`src/rtl/led_anim_pkg.sv`:
```
// Shared types for the LED animator: animation ids, FSM states and
// the fixed-priority event resolver.
package led_anim_pkg;

   typedef enum logic [1:0] {
      GOAL1 = 2'd0,
      GOAL2 = 2'd1,
      WIN1  = 2'd2,
      WIN2  = 2'd3
   } anim_e;

   typedef enum logic [1:0] {
      IDLE  = 2'd0,
      RUN   = 2'd1,
      BLANK = 2'd2
   } state_e;

   typedef struct packed {
      logic  valid;
      anim_e id;
   } event_t;

   // edges = {win1, win2, goal1, goal2}; highest priority wins, the rest are dropped
   function automatic event_t resolve_event(input logic [3:0] edges);
      event_t ev;
      ev.valid = |edges;
      if (edges[3])      ev.id = WIN1;
      else if (edges[2]) ev.id = WIN2;
      else if (edges[1]) ev.id = GOAL1;
      else               ev.id = GOAL2;
      return ev;
   endfunction

   function automatic logic is_win(input anim_e id);
      return (id == WIN1) || (id == WIN2);
   endfunction

endpackage

```
`src/rtl/led_anim_frame_gen.sv`:
```
// Combinational frame lookup: maps (animation, frame index) to an LED pattern.
// Win frames past the fill phase saturate at the full pattern, which gives the hold frames.
module led_anim_frame_gen
   import led_anim_pkg::*;
#(
   parameter int LED_COUNT   = 8,
   parameter int HOLD_FRAMES = 1,
   parameter int FRAME_W     = $clog2(LED_COUNT + HOLD_FRAMES)
) (
   input  anim_e                anim_id,
   input  logic [FRAME_W-1:0]   frame,
   output logic [LED_COUNT-1:0] led
);

   localparam int H = LED_COUNT / 2;

   // Build each LED bit from the frame index
   always_comb begin
      int k;
      int j;
      led = '0;
      k   = int'(frame);
      j   = k - H + 1;
      if (j > H - 1) j = H - 1;
      for (int i = 0; i < LED_COUNT; i++) begin
         case (anim_id)
            GOAL1: led[i] = (i == LED_COUNT - 1 - k);
            GOAL2: led[i] = (i == k);
            WIN1: begin
               if (k < H) led[i] = (i == k) || (i == LED_COUNT - 1 - k);
               else       led[i] = (i >= H - 1) && (i <= H + j);
            end
            WIN2: begin
               if (k < H) led[i] = (i == k) || (i == LED_COUNT - 1 - k);
               else       led[i] = (i >= H - 1 - j) && (i <= H);
            end
            default: led[i] = 1'b0;
         endcase
      end
   end

endmodule

```
`src/rtl/led_animator.sv`:
```
// Scoreboard LED animator: goal sweeps and win fills on an N-LED bar.
// Optional macro LED_ANIM_QUEUE_EN adds a one-deep pending slot for goal
// events that arrive while an animation is playing.
//
// state | meaning
// IDLE  | bar dark, waiting for a goal/win edge
// RUN   | showing lit frames, each for STEP_TICKS cycles
// BLANK | bar dark for STEP_TICKS cycles closing one round
module led_animator
   import led_anim_pkg::*;
#(
   parameter int LED_COUNT   = 8,
   parameter int STEP_TICKS  = 3,
   parameter int REPEATS     = 1,
   parameter int HOLD_FRAMES = 1
) (
   input  logic                 BALL_CLOCK,
   input  logic                 RESET,
   input  logic                 goal_player_1,
   input  logic                 goal_player_2,
   input  logic                 win_player_1,
   input  logic                 win_player_2,
   output logic [LED_COUNT-1:0] led,
   output logic                 busy,
   output logic [1:0]           anim_id,
   output logic                 done
);

   localparam int TW = $clog2(STEP_TICKS + 1);
   localparam int FW = $clog2(LED_COUNT + HOLD_FRAMES);
   localparam int RW = $clog2(REPEATS + 1);

   localparam logic [TW-1:0] TICK_LAST = TW'(STEP_TICKS - 1);
   localparam logic [FW-1:0] GOAL_LAST = FW'(LED_COUNT - 1);
   localparam logic [FW-1:0] WIN_LAST  = FW'(LED_COUNT - 2 + HOLD_FRAMES);
   localparam logic [RW-1:0] ROUNDS    = RW'(REPEATS);

   logic [3:0]           ev_q;
   logic [3:0]           edges;
   event_t               ev;
   state_e               state_q, state_d;
   anim_e                anim_q, anim_d;
   logic [FW-1:0]        frame_q, frame_d, last_frame;
   logic [TW-1:0]        tick_q, tick_d;
   logic [RW-1:0]        round_q, round_d;
   logic                 done_d;
   logic [LED_COUNT-1:0] led_gen;

`ifdef LED_ANIM_QUEUE_EN
   logic  pend_valid_q, pend_valid_d;
   anim_e pend_id_q, pend_id_d;
`endif

   assign edges   = {win_player_1, win_player_2, goal_player_1, goal_player_2} & ~ev_q;
   assign ev      = resolve_event(edges);
   assign anim_id = anim_q;

   led_anim_frame_gen #(
      .LED_COUNT   (LED_COUNT),
      .HOLD_FRAMES (HOLD_FRAMES),
      .FRAME_W     (FW)
   ) u_frame_gen (
      .anim_id (anim_d),
      .frame   (frame_d),
      .led     (led_gen)
   );

   // Next-state: start, preempt, frame/tick advance, round close and pending hand-off
   always_comb begin
      state_d    = state_q;
      anim_d     = anim_q;
      frame_d    = frame_q;
      tick_d     = tick_q;
      round_d    = round_q;
      done_d     = 1'b0;
      last_frame = is_win(anim_q) ? WIN_LAST : GOAL_LAST;
`ifdef LED_ANIM_QUEUE_EN
      pend_valid_d = pend_valid_q;
      pend_id_d    = pend_id_q;
`endif
      case (state_q)
         IDLE: begin
            if (ev.valid) begin
               state_d = RUN;
               anim_d  = ev.id;
               frame_d = '0;
               tick_d  = '0;
               round_d = ROUNDS;
            end
         end
         RUN, BLANK: begin
            if (ev.valid && is_win(ev.id) && !is_win(anim_q)) begin
               // win preempts a goal animation silently
               state_d = RUN;
               anim_d  = ev.id;
               frame_d = '0;
               tick_d  = '0;
               round_d = ROUNDS;
`ifdef LED_ANIM_QUEUE_EN
               pend_valid_d = 1'b0;
`endif
            end else begin
`ifdef LED_ANIM_QUEUE_EN
               if (ev.valid && !is_win(ev.id)) begin
                  pend_valid_d = 1'b1;
                  pend_id_d    = ev.id;
               end
`endif
               if (tick_q != TICK_LAST) begin
                  tick_d = tick_q + 1'b1;
               end else begin
                  tick_d = '0;
                  if (state_q == RUN) begin
                     if (frame_q == last_frame) state_d = BLANK;
                     else                       frame_d = frame_q + 1'b1;
                  end else begin
                     round_d = round_q - 1'b1;
                     frame_d = '0;
                     if (round_q > RW'(1)) begin
                        state_d = RUN;
                     end else begin
                        done_d  = 1'b1;
                        state_d = IDLE;
`ifdef LED_ANIM_QUEUE_EN
                        // a goal edge in this very cycle counts as pending too
                        if (pend_valid_d) begin
                           state_d      = RUN;
                           anim_d       = pend_id_d;
                           round_d      = ROUNDS;
                           pend_valid_d = 1'b0;
                        end
`endif
                     end
                  end
               end
            end
         end
         default: state_d = IDLE;
      endcase
   end

   // State, counters and registered outputs
   always_ff @(posedge BALL_CLOCK or posedge RESET) begin
      if (RESET) begin
         ev_q    <= '0;
         state_q <= IDLE;
         anim_q  <= GOAL1;
         frame_q <= '0;
         tick_q  <= '0;
         round_q <= '0;
         led     <= '0;
         busy    <= 1'b0;
         done    <= 1'b0;
      end else begin
         ev_q    <= {win_player_1, win_player_2, goal_player_1, goal_player_2};
         state_q <= state_d;
         anim_q  <= anim_d;
         frame_q <= frame_d;
         tick_q  <= tick_d;
         round_q <= round_d;
         led     <= (state_d == RUN) ? led_gen : '0;
         busy    <= (state_d != IDLE);
         done    <= done_d;
      end
   end

`ifdef LED_ANIM_QUEUE_EN
   // Pending goal slot
   always_ff @(posedge BALL_CLOCK or posedge RESET) begin
      if (RESET) begin
         pend_valid_q <= 1'b0;
         pend_id_q    <= GOAL1;
      end else begin
         pend_valid_q <= pend_valid_d;
         pend_id_q    <= pend_id_d;
      end
   end
`endif

endmodule

```
`config.mk`:
```
export PLATFORM = sky130hd
export DESIGN_NAME = led_animator
export DESIGN_NICKNAME = d
export VERILOG_FILES = /design/src/rtl/led_anim_pkg.sv /design/src/rtl/led_anim_frame_gen.sv /design/src/rtl/led_animator.sv
export SDC_FILE = /design/constraint.sdc
export NUM_CORES = 1
export LEC_CHECK = 0
export CAP_MARGIN = 20
export CORE_MARGIN = 3
export CORE_UTILIZATION = 54
export DETAILED_ROUTE_END_ITERATION = 10
export PLACE_DENSITY = 0.87
export SETUP_SLACK_MARGIN = 0.4
export SLEW_MARGIN = 20
export SYNTH_ARGS = -nofsm -noshare
export SYNTH_HDL_FRONTEND = slang
export SYNTH_SLANG_ARGS = --single-unit
```
`constraint.sdc`:
```
create_clock -name BALL_CLOCK -period 5 [get_ports BALL_CLOCK]
set_input_delay 0.5 -clock BALL_CLOCK [delete_from_list [all_inputs] [get_ports BALL_CLOCK]]
set_output_delay 0.5 -clock BALL_CLOCK [all_outputs]
set_load 0.02 [all_outputs]
```
==> Flow_metrics.wiki, run 1 <==
{| class="wikitable"
! Metric !! Value
|-
| Outcome || finished, final reports clean
|-
| Worst hold slack after final layout || 0.3774 ns
|-
| Hold Path Stages || 1
|-
| Design Power || between 1000 and 1500 µW
|-
| Placed Instance Area || between 0.003 and 0.004 mm²
|-
| Total of hold buffers inserted after clock tree synthesis || 0
|-
| Worst slew pin tran || around 0.94 ns
|-
| Number of cell instances on the worst register-to-register path || 18
|-
| Synth top area share || 0.2260
|-
| DRC || 0
|-
| Post-detailed-route via-to-cell ratio || about 7
|-
| Data required time of the critical path || 5.11 ns
|-
| Unique masters post-synth || 72
|-
| Arrival time of data at the critical path endpoint || roughly 4.7 ns
|-
| Effective utilization at floorplan || 0.5822
|-
| Number of port buffers || 17
|-
| Area overhead of the layout relative to synthesis || 30.70%
|-
| Cts bufs inserted || 3
|-
| DRT Wirelength || 8851 µm
|-
| Clock period minus worst slack || ~4.6 ns
|-
| Cell accounting for the most synthesized area || dfrtp_1
|-
| DIE HEIGHT || 76.15 µm
|-
| Top-count cell post-synth || nand2_1
|-
| Worst reg2reg startpoint || frame_q[0]
|-
| Final HPWL from detailed placement || 5693 µm
|-
| Syn_area_per_cell || 7.703 µm²
|-
| Pwr per Cell Area || roughly 400 mW/mm²
|-
| Share of async-settable or async-resettable flops after synthesis || 1.000
|-
| Worst setup path class || flip-flop to flip-flop
|-
| First-pass GRT wire length || 12870 µm
|-
| TritonCTS clock tree || done
|-
| Worst Setup Slack post-DPL || -0.1758 ns
|-
| Total global routing track utilization || 0.2661
|-
| Via count of the first global-routing pass || about 2600
|-
| YS warnings || 0
|-
| Min-Delay Endpoint || ev_q[0]
|-
| Post-synthesis cell area || 0.002658 mm²
|-
| Overflow after GRT || 0
|-
| Total clock sinks || 24
|-
| Row Count || 24
|-
| Setup Viol. Count Final || 0
|-
| Final Skew || between 0.005 and 0.006 ns
|-
| Post-Syn Nets || 372
|-
| Buffer depth of the longest clock path || 2
|-
| H-Tree Depth || 1
|-
| Layout Cell Area excl Fill || between 0.003 and 0.004 mm²
|-
| Die Width || approximately 76 µm
|-
| Routed vias || approximately 3100
|-
| R2R Path End || led[0]
|-
| Source-to-sink clock delay at the later pin of the worst-skew pair || 0.27 ns
|-
| Antenna violations before repair || 0
|-
| Worst rel slew slack || 0.3726
|-
| Cell types occupying the most area after synthesis || dfrtp_1 (23%), ha_1 (9.9%), nand2_1 (4.8%)
|-
| Setup repair after global routing missed its margin || true
|-
| Worst hold path startpoint || goal_player_2
|-
| Number of enable-type register cells in the synthesized netlist || 0
|-
| Top cell types by occurrence after synthesis || nand2_1 (34), nor2_1 (30), inv_1 (27)
|-
| Total iterations of the first detailed-routing run || 6
|-
| Final hold violation count || 0
|-
| Total die area || 0.005799 mm²
|-
| Type of the worst min-delay path || primary input to flip-flop
|-
| Total negative setup slack || 0 ns
|-
| Register bit count reported by yosys || 24
|-
| Placeable Area || ~0.0046 mm²
|-
| IO Count || 18
|-
| Gate count after technology mapping || ~350
|-
| Critical-path maximum fanout || 5
|-
| DR iter-0 viols || slightly below 500
|-
| Average wire per standard cell || between 15 and 20 µm
|-
| Leakage power summed over all cells || 0.001565 µW
|-
| Number of max-slew violations in the final report || 0
|-
| Achievable clock frequency || 218.6 MHz
|-
| Final RePlAce weighted congestion || slightly below 1
|-
| Pin count of the biggest net entering global routing || 25
|-
| Critical Path Source Type || flip-flop
|-
| Number of diodes added for antenna fixing || 0
|-
| Layout net count || approximately 420
|-
| Max cap viols || 0
|-
| Share of post-route cells with drive strength above 1 || 0.2448
|-
| Maximum VDD drop || 0.0001745 V
|-
| Flip-flop cell with the highest count after synthesis || dfrtp_1
|-
| Period utilization || 0.9150
|-
| Seq/Total Area, Yosys || 0.2260
|-
| Critical Path End Type || flip-flop
|-
| Final setup slack of the worst path || roughly 0.42 ns
|-
| Antenna Nets Post-Route || 0
|-
| Register clock-pin slew on the reported worst setup and hold paths || approximately 0.090 ns
|-
| Slack of the worst reg-to-reg path || 0.42 ns
|-
| Root Buffer Master || clkbuf_8
|}
per-stage QoR:
stage,instances,util
after floorplan,345,-
after global placement,438,0.6689
after detailed placement,438,0.6689
after CTS,444,0.7059
after global routing,453,0.7610
final,453,0.7610
logic make-up after synthesis:
group           share of synthesized area
mux                              0.007533
simple gates                       0.3084
flops                              0.2260
fa+ha+maj                         0.09887
xor+xnor                         0.006593
compound gates                     0.2872
buf+inv                           0.06544
metal layers:
metal,up-vias,part of all wire,global-route usage
met3,76,0.092,0.02837
met4,0,0.048,0.07971
li1,1375,-,-
met1,1415,0.39,0.3548
met2,270,0.47,0.4539
met5,-,0,0
registers in the layout, indices dropped and copies added (netlist names):
name     count
done         1
busy         1
ev_q         4
state_q      2
tick_q       2
led          8
anim_id      2
frame_q      4
how the worst max path moves through the flow:
stage	start	endpoint	slack (ns)	cells after the start
2_1_floorplan	state_q[0]	led[2]	0.42	21
3_3_place_gp	win_player_2	led[2]	0.04	18
3_5_place_dp	win_player_2	led[5]	-0.18	17
4_1_cts	win_player_2	led[2]	0.41	18
5_1_grt	state_q[1]	led[0]	0.26	17
6_report	frame_q[0]	led[0]	0.42	18
final cells by class:
| cell class | instances | area, µm² |
|---|---|---|
| Multi-Input combinational cell | 278 | 2147 |
| Fill cell | 294 | 1091 |
| Sequential cell | 24 | 601.8 |
| Timing Repair Buffer | 53 | 457.9 |
| Inverter | 29 | 113.9 |
| Tap cell | 65 | 81.33 |
| Clock buffer | 3 | 41.29 |
| Clock inverter | 1 | 30.03 |
worst max-delay path, stage by stage, from the launching register on:
cell and delay [ns]:
dfrtp_1 0.41, ha_2 0.24, and3b_1 0.21, o21ai_0 0.15, a2111oi_4 0.34, or3_4 0.19, inv_2 0.05, nor3_4 0.18
nand2_1 0.13, ha_4 0.29, nor4bb_4 0.31, nand3_2 0.15, or3_4 0.42, or4_4 0.50, and4_4 0.23, o21ai_1 0.18
nand2_1 0.12, a221oi_2 0.23, a211oi_1 0.09
layout by cell type, fill, tap and decap left out, types with 4 or more instances in the layout:
master            n
and3_1            6
nand4_1           4
nor3_2            4
o22ai_1           4
a21oi_1          18
nand2_1          34
dlymetal6s2s_1    4
buf_4            34
clkdlybuf4s50_1  13
a211oi_1          4
a21o_1            5
ha_1             13
ha_4              6
nand3_1          16
a31oi_1           9
and2_1            7
nor2_1           30
o21ai_0          11
o211ai_1          6
inv_1            26
dfrtp_1          23
nor3_1           13
repair_timing:
action / CTS / global route
pin swaps: 3 / 15
resized for setup: 14 / 37
endpoints found under the setup margin: 8 / 8
setup buffers: 2 / 9
power breakdown:
| group | switching, µW | leakage [µW] | internal (µW) |
|---|---|---|---|
| clock network | 68.7 | 0.0000357 | 107 |
| logic | 558 | 0.00122 | 385 |
| registers | 34.4 | 0.000306 | 244 |
Power figures use the tool's default switching activity.
==> inputs of run 2 (changes only) <==
Settings changed: SKIP_LAST_GASP set to 1.
==> results of run 2 <==
Final layout, timing and power as in run 1 (identical DEF).
